[src/rtl/audio_play_sched_pkg.sv]
// Shared constants and types for the two-channel sample playback scheduler.
package audio_play_sched_pkg;

  localparam logic [7:0] SILENCE = 8'h80;  // excess-128 mid-scale
  localparam int NUM_CH = 2;
  localparam int CH_L   = 0;
  localparam int CH_R   = 1;

  // Fetch arbiter: one shared memory read takes IDLE -> READ -> WAIT.
  typedef enum logic [1:0] {
    ST_IDLE = 2'd0,
    ST_READ = 2'd1,
    ST_WAIT = 2'd2
  } fetch_state_e;

endpackage

[src/rtl/audio_play_sched_if.sv]
// Sample memory bus: registered single-port read, data one cycle after strobe.
interface audio_play_sched_if #(
  parameter int ADDR_W = 12
);
  logic              mem_rd;
  logic [ADDR_W-1:0] mem_addr;
  logic [7:0]        mem_data;

  modport master (output mem_rd, output mem_addr, input  mem_data);
  modport slave  (input  mem_rd, input  mem_addr, output mem_data);
endinterface

[src/rtl/audio_play_chan.sv]
// One playback channel: address walk, loop reload, pending flag, DAC sample.
module audio_play_chan
  import audio_play_sched_pkg::*;
#(
  parameter int ADDR_W = 12
) (
  input  logic              clk,
  input  logic              Reset,
  input  logic              i_tick,
  input  logic              i_go,
  input  logic              i_stop,
  input  logic [ADDR_W-1:0] i_start,
  input  logic [ADDR_W-1:0] i_len,
  input  logic              i_loop,
  input  logic              i_wr,      // arbiter is in WAIT for this channel
  input  logic [7:0]        i_data,
  output logic [ADDR_W-1:0] o_ptr,
  output logic              o_pending,
  output logic              o_active,
  output logic              o_done,
  output logic [7:0]        o_sample
);

  logic [ADDR_W-1:0] r_ptr, r_rem, r_base, r_len;
  logic              r_loop, r_active, r_pending, r_done;
  logic [7:0]        r_sample;
  logic              w_go, w_commit, w_last;

  // A zero-length go is no go at all, so it must not cancel a fetch either.
  assign w_go     = i_go && (i_len != '0);
  // Pending is still set only if no stop/go touched the channel since the tick;
  // a go or stop in the WAIT cycle itself also discards the returning byte.
  assign w_commit = i_wr && r_pending && !w_go && !i_stop;
  assign w_last   = (r_rem == ADDR_W'(1));

  // Channel state: tick scheduling, fetch commit, then stop/go override.
  always_ff @(posedge clk) begin
    if (Reset) begin
      r_ptr     <= '0;
      r_rem     <= '0;
      r_base    <= '0;
      r_len     <= '0;
      r_loop    <= 1'b0;
      r_active  <= 1'b0;
      r_pending <= 1'b0;
      r_done    <= 1'b0;
      r_sample  <= SILENCE;
    end else begin
      r_done <= 1'b0;
      if (i_tick) begin
        if (r_active) r_pending <= 1'b1;
        else          r_sample  <= SILENCE;
      end
      if (w_commit) begin
        r_sample  <= i_data;
        r_pending <= 1'b0;
        r_ptr     <= r_ptr + 1'b1;
        r_rem     <= r_rem - 1'b1;
        if (w_last) begin
          if (r_loop) begin
            r_ptr <= r_base;
            r_rem <= r_len;
          end else begin
            r_active <= 1'b0;
            r_done   <= 1'b1;
          end
        end
      end
      // Stop beats go; both beat a coincident tick.
      if (i_stop) begin
        r_active  <= 1'b0;
        r_pending <= 1'b0;
      end else if (w_go) begin
        r_ptr     <= i_start;
        r_base    <= i_start;
        r_rem     <= i_len;
        r_len     <= i_len;
        r_loop    <= i_loop;
        r_active  <= 1'b1;
        r_pending <= 1'b0;
      end
    end
  end

  assign o_ptr     = r_ptr;
  assign o_pending = r_pending;
  assign o_active  = r_active;
  assign o_done    = r_done;
  assign o_sample  = r_sample;

endmodule

[src/rtl/audio_play_sched.sv]
// Two-channel playback scheduler: prescaler, round-robin fetch arbiter, memory mux.
module audio_play_sched
  import audio_play_sched_pkg::*;
#(
  parameter int ADDR_W = 12,
  parameter int DIV    = 7000,
  parameter int CNT_W  = 13
) (
  input  logic              clk,
  input  logic              Reset,
  input  logic              i_go_l,
  input  logic              i_go_r,
  input  logic              i_stop_l,
  input  logic              i_stop_r,
  input  logic [ADDR_W-1:0] i_start_l,
  input  logic [ADDR_W-1:0] i_start_r,
  input  logic [ADDR_W-1:0] i_len_l,
  input  logic [ADDR_W-1:0] i_len_r,
  input  logic              i_loop_l,
  input  logic              i_loop_r,
  audio_play_sched_if.master mem,
  output logic [7:0]        o_sample_l,
  output logic [7:0]        o_sample_r,
  output logic              o_active_l,
  output logic              o_active_r,
  output logic              o_done_l,
  output logic              o_done_r
);

  logic [CNT_W-1:0] r_cnt;
  logic             w_tick;
  fetch_state_e     r_state, w_state_nxt;
  logic             r_sel, w_sel_nxt, r_rr, w_rr_nxt;
  logic             w_mem_rd;
  logic [ADDR_W-1:0] w_mem_addr;

  logic [NUM_CH-1:0]             w_go, w_stop, w_loop, w_wr, w_pend, w_act, w_done;
  logic [NUM_CH-1:0][ADDR_W-1:0] w_start, w_len, w_ptr;
  logic [NUM_CH-1:0][7:0]        w_smp;

  assign w_go[CH_L]    = i_go_l;     assign w_go[CH_R]    = i_go_r;
  assign w_stop[CH_L]  = i_stop_l;   assign w_stop[CH_R]  = i_stop_r;
  assign w_loop[CH_L]  = i_loop_l;   assign w_loop[CH_R]  = i_loop_r;
  assign w_start[CH_L] = i_start_l;  assign w_start[CH_R] = i_start_r;
  assign w_len[CH_L]   = i_len_l;    assign w_len[CH_R]   = i_len_r;

  assign w_tick = (r_cnt == CNT_W'(DIV - 1));

  // Sample-rate prescaler, one tick per DIV clocks.
  always_ff @(posedge clk) begin
    if (Reset)       r_cnt <= '0;
    else if (w_tick) r_cnt <= '0;
    else             r_cnt <= r_cnt + 1'b1;
  end

  for (genvar g = 0; g < NUM_CH; g++) begin : g_ch
    audio_play_chan #(.ADDR_W(ADDR_W)) u_chan (
      .clk      (clk),
      .Reset    (Reset),
      .i_tick   (w_tick),
      .i_go     (w_go[g]),
      .i_stop   (w_stop[g]),
      .i_start  (w_start[g]),
      .i_len    (w_len[g]),
      .i_loop   (w_loop[g]),
      .i_wr     (w_wr[g]),
      .i_data   (mem.mem_data),
      .o_ptr    (w_ptr[g]),
      .o_pending(w_pend[g]),
      .o_active (w_act[g]),
      .o_done   (w_done[g]),
      .o_sample (w_smp[g])
    );
  end

  // Arbiter state, selected channel and round-robin pointer.
  always_ff @(posedge clk) begin
    if (Reset) begin
      r_state <= ST_IDLE;
      r_sel   <= 1'b0;
      r_rr    <= 1'b0;
    end else begin
      r_state <= w_state_nxt;
      r_sel   <= w_sel_nxt;
      r_rr    <= w_rr_nxt;
    end
  end

  // Next-state and bus drive; the pointer only flips when both channels contend.
  always_comb begin
    w_state_nxt = r_state;
    w_sel_nxt   = r_sel;
    w_rr_nxt    = r_rr;
    w_mem_rd    = 1'b0;
    w_mem_addr  = '0;
    w_wr        = '0;
    case (r_state)
      ST_IDLE: begin
        if (|w_pend) begin
          w_state_nxt = ST_READ;
          if (&w_pend) begin
            w_sel_nxt = r_rr;
            w_rr_nxt  = ~r_rr;
          end else begin
            w_sel_nxt = w_pend[CH_R];
          end
        end
      end
      ST_READ: begin
        w_mem_rd    = 1'b1;
        w_mem_addr  = w_ptr[r_sel];
        w_state_nxt = ST_WAIT;
      end
      ST_WAIT: begin
        w_wr[r_sel] = 1'b1;
        w_state_nxt = ST_IDLE;
      end
      default: w_state_nxt = ST_IDLE;
    endcase
  end

  assign mem.mem_rd   = w_mem_rd;
  assign mem.mem_addr = w_mem_addr;

  assign o_sample_l = w_smp[CH_L];
  assign o_sample_r = w_smp[CH_R];
  assign o_active_l = w_act[CH_L];
  assign o_active_r = w_act[CH_R];
  assign o_done_l   = w_done[CH_L];
  assign o_done_r   = w_done[CH_R];

endmodule

[src/flat_wrapper.sv]
// flat-port wrapper written by rule: the top's interface ports become plain ports
module audio_play_sched_flat import audio_play_sched_pkg::*;
#(
  parameter int ADDR_W = 12,
  parameter int DIV    = 7000,
  parameter int CNT_W  = 13
)
  (clk, Reset, i_go_l, i_go_r, i_stop_l, i_stop_r, i_start_l, i_start_r, i_len_l, i_len_r, i_loop_l, i_loop_r, o_sample_l, o_sample_r, o_active_l, o_active_r, o_done_l, o_done_r, mem_mem_rd, mem_mem_addr, mem_mem_data);
  audio_play_sched_if #(.ADDR_W(ADDR_W)) mem_i ();
  input  logic clk;
  input  logic Reset;
  input  logic i_go_l;
  input  logic i_go_r;
  input  logic i_stop_l;
  input  logic i_stop_r;
  input  logic [ADDR_W-1:0] i_start_l;
  input  logic [ADDR_W-1:0] i_start_r;
  input  logic [ADDR_W-1:0] i_len_l;
  input  logic [ADDR_W-1:0] i_len_r;
  input  logic i_loop_l;
  input  logic i_loop_r;
  output logic [7:0] o_sample_l;
  output logic [7:0] o_sample_r;
  output logic o_active_l;
  output logic o_active_r;
  output logic o_done_l;
  output logic o_done_r;
  output wire logic [$bits(mem_i.mem_rd)-1:0] mem_mem_rd;
  output wire logic [$bits(mem_i.mem_addr)-1:0] mem_mem_addr;
  input wire logic [$bits(mem_i.mem_data)-1:0] mem_mem_data;
  assign mem_mem_rd = mem_i.mem_rd;
  assign mem_mem_addr = mem_i.mem_addr;
  assign mem_i.mem_data = mem_mem_data;
  audio_play_sched #(.ADDR_W(ADDR_W), .DIV(DIV), .CNT_W(CNT_W)) u_core (.clk(clk), .Reset(Reset), .i_go_l(i_go_l), .i_go_r(i_go_r), .i_stop_l(i_stop_l), .i_stop_r(i_stop_r), .i_start_l(i_start_l), .i_start_r(i_start_r), .i_len_l(i_len_l), .i_len_r(i_len_r), .i_loop_l(i_loop_l), .i_loop_r(i_loop_r), .mem(mem_i), .o_sample_l(o_sample_l), .o_sample_r(o_sample_r), .o_active_l(o_active_l), .o_active_r(o_active_r), .o_done_l(o_done_l), .o_done_r(o_done_r));
endmodule
[config.mk]
export PLATFORM = sky130hd
export DESIGN_NAME = audio_play_sched_flat
export DESIGN_NICKNAME = d
export VERILOG_FILES = /design/src/rtl/audio_play_sched_pkg.sv /design/src/rtl/audio_play_sched_if.sv /design/src/rtl/audio_play_chan.sv /design/src/rtl/audio_play_sched.sv /design/src/flat_wrapper.sv
export SDC_FILE = /design/constraint.sdc
export NUM_CORES = 1
export LEC_CHECK = 0
export ABC_AREA = 1
export CAP_MARGIN = 0
export CORE_MARGIN = 2
export CORE_UTILIZATION = 56
export DETAILED_ROUTE_END_ITERATION = 8
export GPL_TIMING_DRIVEN = 0
export PLACE_DENSITY = 0.77
export SETUP_SLACK_MARGIN = 0.05
export SYNTH_ARGS = -nofsm -noshare
export SYNTH_HDL_FRONTEND = slang
export SYNTH_HIERARCHICAL = 1
export SYNTH_SLANG_ARGS = --single-unit
[constraint.sdc]
create_clock -name clk -period 2.2 [get_ports clk]
set_input_delay 0.33 -clock clk [delete_from_list [all_inputs] [get_ports clk]]
set_output_delay 0.33 -clock clk [all_outputs]
set_load 0.01 [all_outputs]
==> Yosys cells after proc, flatten, opt, wreduce, memory -nomap -nowiden <==
Cells that the tools add are included.
{ "op_classes": {"addsub": 5, "order_cmp": 2, "n_eq_ne": 10, "muxes": 46, "bitwise_logic": 7, "reduce_logical": 41} }
{ "ops": {"columns": ["operator", "count"], "rows": [
  ["$mux W12", 23],
  ["$mux W8", 6],
  ["$add A12 B1 Y12 const B", 2],
  ["$eq A12 B1 Y1 const B", 2],
  ["$reduce_bool A12 Y1", 2],
  ["$sub A12 B1 Y12 const B", 2],
  ["$reduce_and A2 Y1", 8],
  ["$add A13 B1 Y13 const B", 1],
  ["$eq A13 B13 Y1 const B", 1],
  ["$mux W1", 13],
  ["$reduce_bool A2 Y1", 6],
  ["$ne A2 B1 Y1 const B", 5],
  ["$logic_and A1 B1 Y1", 9],
  ["$reduce_or A2 Y1", 4],
  ["$reduce_or A4 Y1", 2],
  ["$not A1 Y1", 7],
  ["$reduce_and A3 Y1", 2],
  ["$reduce_or A3 Y1", 2],
  ["$logic_not A1 Y1", 4],
  ["$mux W2", 2],
  ["$pmux W2 S2", 1],
  ["$reduce_and A4 Y1", 1],
  ["$eq A2 B1 Y1 const B", 1],
  ["$eq A2 B2 Y1 const B", 1],
  ["4 further kinds", 4]
]} }
{ "word_totals": {"ff_bits": 137, "in_bits": 64, "wordCells": 133} }

==> Logic depth before layout (Yosys ltp) <==
{ "depth": {"word_depth": 11, "ltp_mapped": 12, "mapped_depth_nobuf": 11} }

==> Hierarchy <==
Netlist, hierarchy kept.
{ "by_module_without_submodules": {"columns": ["mod", "n_inst", "cells_per_inst", "area_per_inst_um2", "seq_area_each_um2"], "rows": [
  ["audio_play_chan", 2, 485, 3150.5, 1201.2],
  ["audio_play_sched", 1, 161, 1011.0, 340.3]
]} }

==> Worst setup path after synthesis <==
OpenSTA, ideal clock, no wires.
{ "synth_timing": {"path_type": "reg-to-reg", "start": "register u_core.r_sel", "end": "register u_core.g_ch[1].u_chan.r_ptr[4]", "arrival_time_ns": 1.682, "required_ns": 2.068, "path_slack_ns": 0.386, "path_stages_with_launch": 12, "path_buffers": 2, "period_less_slack_ns": 1.814, "cell_sequence": "dfxtp_1 inv_1 clkbuf_1 nor3_1 nand3_1 inv_2 nand2_2 clkinv_2 buf_2 nand2_1 nand3_1 a21oi_1"} }
{ "synth_between": {"elab_chain_len": 11, "word_cells_on_any_way": 12} }
{ "synth_rtl": {"columns": ["element", "line_no", "rtl"], "rows": [
  ["start: declaration", "audio_play_sched.sv:33", "logic r_sel, w_sel_nxt, r_rr, w_rr_nxt;"],
  ["start signal: assignment", "audio_play_sched.sv:84", "r_sel <= w_sel_nxt;"],
  ["$lt A1 B2 Y1 (not written as such) or $ge A1 B1 Y1 (tied branches)", "audio_play_sched.sv:115", "w_wr[r_sel] = 1'b1;"],
  ["$logic_and A1 B1 Y1 (not written as such)", "audio_play_sched.sv:115", null],
  ["$mux W1 (not written as such)", "audio_play_sched.sv:115", null],
  ["$demux W1 S1 *", null, null],
  ["$mux W2 *", "audio_play_sched.sv:97", "case (r_state)"],
  ["net u_core.w_wr[1]", "audio_play_sched.sv:37", "logic [NUM_CH-1:0] w_go, w_stop, w_loop, w_wr, w_pend, w_act, w_done;"],
  ["$logic_and A1 B1 Y1 * (3 in a row)", "audio_play_chan.sv:33", "assign w_commit = i_wr && r_pending && !w_go && !i_stop;"],
  ["$mux W12 *", "audio_play_chan.sv:54", "if (w_commit) begin"],
  ["$mux W12", "audio_play_chan.sv:73", "end else if (w_go) begin"],
  ["$mux W12 *", "audio_play_chan.sv:70", "if (i_stop) begin"],
  ["end signal: assignment", "audio_play_chan.sv:57", "r_ptr <= r_ptr + 1'b1;"],
  ["end signal: assignment", "audio_play_chan.sv:61", "r_ptr <= r_base;"],
  ["end signal: assignment", "audio_play_chan.sv:74", "r_ptr <= i_start;"],
  ["end: declaration", "audio_play_chan.sv:24", "logic [ADDR_W-1:0] r_ptr, r_rem, r_base, r_len;"]
]} }
Mark *: on every way through the listed nets, which the timed path passes. The rest lies on a longest branch.
A chain may end at the register's enable or synchronous reset.

==> Worst setup path after layout <==
{ "layout_timing": {"start": "register u_core.r_state[0]", "end": "output port mem_mem_addr[10]"} }
{ "layout_between": {"elab_chain_len": 2} }
{ "layout_rtl": {"columns": ["element", "line_no", "rtl"], "rows": [
  ["start: declaration", "audio_play_sched.sv:32", "fetch_state_e r_state, w_state_nxt;"],
  ["start signal: assignment", "audio_play_sched.sv:83", "r_state <= w_state_nxt;"],
  ["$eq A2 B1 Y1", "audio_play_sched.sv:97", null],
  ["$mux W12", "audio_play_sched.sv:97", null],
  ["end: declaration", "flat_wrapper.sv:29", "output wire logic [$bits(mem_i.mem_addr)-1:0] mem_mem_addr;"]
]} }
Every way passes these cells.

==> summary.txt <==
GRT
  • Initial antenna violation count: 0
  • GRT overflow: 0
  • Gr usage total: 0.301
  • Vias in the first global route: 6894
  • First-pass GRT wire length: 34000 µm
  • Pin count of the biggest net entering global routing: 17

Detailed routing
  • Via density: 5.43
  • Drt drc: 0
  • Via Count: 7782
  • Mean routed wirelength per cell: 14.8 µm
  • Routed Antenna Nets: 0
  • Detailed Route WL: 21200 µm
  • Detailed Route Iter0 Violations: 858
  • Pre-antenna DRT Iters: 5

Floorplan
  • Site row count: 41
  • Placeable Area: 12700 µm²
  • Die Width: 118 µm
  • Num ports: 97
  • Initial Utilization: 0.577
  • DIE AREA: 14000 µm²
  • Die Height: 118 µm

STA
  • Final Critical Period: 2070 ps
  • Fin crit share: 0.941
  • Final Skew: 4.16 ps
  • Final hold slack: 462 ps
  • Unrepaired setup endpoints after global routing: false
  • Final Hold Viols: 0
  • Max Freq: 483 MHz
  • Setup ws final: 129 ps
  • Slew @ Worst Pin: 711 ps
  • Worst rel slew slack: 0.526
  • Setup-failing EPs final: 0
  • Slew Limit Fails: 0

Worst setup path
  • Crit-path slowest cell: dfxtp_2
  • Reg2reg start: u_core/r_sel
  • Worst Path Buf+Inv: 4
  • Critical path data arrival time: 1740 ps
  • CP endpoint kind: primary output
  • CP peak stage delay: 370 ps
  • Critical path's top delay family: buffers and inverters
  • Crit path required time: 1870 ps
  • Crit path launch: u_core/r_state[0]
  • Cell mode on critical path: inv_1
  • Critical Path Fanout Max: 10
  • Setup CP Type: flop to primary output
  • Worst-path cell chain: inv_1 -> nor2_2 -> inv_1 -> buf_2 -> a21oi_1 -> dlygate4sd2_1
  • CP startpoint kind: flop

Clock tree
  • Number of CTS-inserted buffers: 17
  • CTS tree: built
  • # clock sinks: 137
  • CTS max path bufs: 2
  • Clock Latency Late Sink: 420 ps
  • CTS H-Tree Depth: 4
  • Clk pin slew, worst setup/hold paths: 60 ps
  • CTS Root Cell: clkbuf_16

Hold path
  • Hold Path Origin: u_core/g_ch[1].u_chan/r_base[5]
  • Worst hold path type: flop to flop

Power
  • Switching Fraction: 0.241
  • Leak: 0.00378 µW
  • Net Sw Power: 1500 µW
  • Part of the power in the clock network: 0.468
  • Gate power share: 0.107
  • Tot Pwr: 6230 µW
  • Peak VDD IR: 0.000680 V
  • PwrDens: 681 nW/µm²
  • Power Internal: 4730 µW
  • Power share of the sequential group: 0.425

Logic synthesis
  • Most numerous cell in the Yosys netlist: nand2_1
  • Proportion of synthesized chip area in sequential cells: 0.375
  • Distinct cells, synth: 31
  • Area share of the largest cell type after synthesis: 0.375
  • Synthesis warning total: 6
  • Top post-synthesis cells by count: nand2_1 (399), dfxtp_1 (137), a21oi_1 (131), nand3_1 (99), inv_1 (88)
  • Area of the mapped netlist: 7310 µm²
  • Most used DFF post-synth: dfxtp_1
  • Async SR Flop Fraction: 0
  • EDFF count, synth: 0
  • Yosys top cell by area: dfxtp_1
  • Top cells by area, synth: dfxtp_1 (38%), nand2_1 (20%), a21oi_1 (9.0%)
  • Cells after Synth: 1131
  • Syn Area/Cell: 6.47 µm²
  • Yosys reg bits: 137
  • Synthesized Nets: 1202

Placement
  • Area post-placement: 8490 µm²
  • Port-buffer cells: 96
  • GPL Wtd Cong: 0.942
  • DPL Wire Length: 15200 µm
  • Pre-CTS setup slack: -330 ps

Cells and area
  • Fillers: 1128
  • Inserted Diodes: 0
  • Share of layout cells above drive strength 1: 0.0905
  • Reg area: 2750 µm²
  • Area of the multi-input gates: 3950 µm²
  • Nets: 1318
  • Cell area after layout: 9150 µm²
  • Final cell utilization of the core: 0.722
  • Area Overhead vs Synth: 25.1%

Run status
  • Status: completed

Job
  • # Max-Cap Violations: 0
==> cells by family (layout without fill, tap and decap cells) <==
logic type / after synthesis / count (layout) / synth area share
flops: 137 / 137 / 0.375
fa+ha+maj: 7 / 7 / 0.0120
compound gates: 182 / 182 / 0.131
simple gates: 643 / 643 / 0.373
xor+xnor: 15 / 15 / 0.0180
buf+inv: 147 / 276 / 0.0909
==> worst register-to-register path, stage by stage, from the launching register on <==
cell and delay [ps]:
dfxtp_2 350, buf_2 190, nor3_2 220, nand3_2 200, inv_4 200, nand2_4 130
inv_4 140, buf_4 200, nand3_1 100, nand3_1 90, a21oi_1 60
==> final timing paths <==
| kind | end | slack (ps) | depth (start not counted) |
|---|---|---|---|
| worst max-delay path | mem_mem_addr[10] | 130 | 6 |
| worst min register to register | u_core/g_ch[1].u_chan/r_base[5] | 460 | 2 |
| worst min-delay path | u_core/g_ch[1].u_chan/r_base[5] | 460 | 2 |
| worst max register to register | u_core/g_ch[0].u_chan/o_ptr[1] | 180 | 10 |
==> area by class of cell <==
class	instances	area share
flip-flops and latches	137	0.300
inverters	99	0.0431
clock inverters	7	0.0126
repair buffers	97	0.104
plain buffers	48	0.0316
clock buffers	25	0.0531
well taps	172	0.0235
multi-input cells	847	0.432
==> through the flow <==
step / setup TNS [ps] / cells
detailed placement: -14730 / 1399
CTS: 0 / 1432
global placement: -12180 / 1399
global route: 0 / 1432
finish: 0 / 1432
floorplan: 0 / 1131
==> layout by cell type, fill, tap and decap left out, types with 3 or more instances in the layout <==
cell type and n:
inv_1 88, a21oi_1 130, o211ai_1 18, nand3_1 97
bufinv_16 3, nand2_1 399, xor2_1 8, clkinv_4 3
buf_4 9, clkdlybuf4s15_1 3, clkdlybuf4s50_1 84, clkbuf_16 17
ha_1 7, buf_6 7, nor4_1 4, or2_2 10
nor2_4 4, nand3b_1 6, clkbuf_1 19, dfxtp_1 135
xnor2_1 7, inv_4 3, buf_2 18, nand4_1 7
inv_2 5, nand2_2 6, nor2_2 8, o21ai_1 6
clkbuf_8 3, nor3_2 3, o21ai_0 24, nor2_1 82
nor3_1 9, dlygate4sd2_1 8
==> power by group through the flow <==
stage / registers, µW / logic (µW) / clock network [µW]
6_report: 2650 / 668 / 2910
5_1_grt: 2660 / 743 / 3030
4_1_cts: 2650 / 657 / 2940
3_5_place_dp: 2700 / 650 / 0
3_3_place_gp: 2700 / 641 / 0
2_1_floorplan: 2680 / 411 / 0
==> what timing repair did <==
action,4_1_cts,5_1_grt
hold endpoints to repair,0,0
hold buffers,0,0
buffers inserted,1,0
endpoints found under the setup margin,75,60
pin swaps,1,0
gates resized for setup,24,14
==> layer usage <==
metal / vias to the layer above / GRT usage / routed length, µm
met1: 3524 / 0.423 / 9860
met3: 39 / 0.0613 / 1640
met4: 0 / 0.0941 / 338
met5: - / 0 / 0
met2: 347 / 0.465 / 9380
li1: 3872 / - / -
==> sequential cells by signal, summed over array words and instances (netlist names) <==
register,flops
u_core/g_ch.u_chan/r_loop,2
u_core/r_cnt,13
u_core/r_state,2
u_core/g_ch.u_chan/r_len,24
u_core/g_ch.u_chan/r_rem,24
u_core/r_sel,1
u_core/g_ch.u_chan/r_base,24
u_core/g_ch.u_chan/o_done,2
u_core/g_ch.u_chan/o_active,2
u_core/r_rr,1
u_core/g_ch.u_chan/o_pending,2
u_core/g_ch.u_chan/o_sample,16
u_core/g_ch.u_chan/o_ptr,24
No activity file was read; power rests on OpenSTA's default activity.
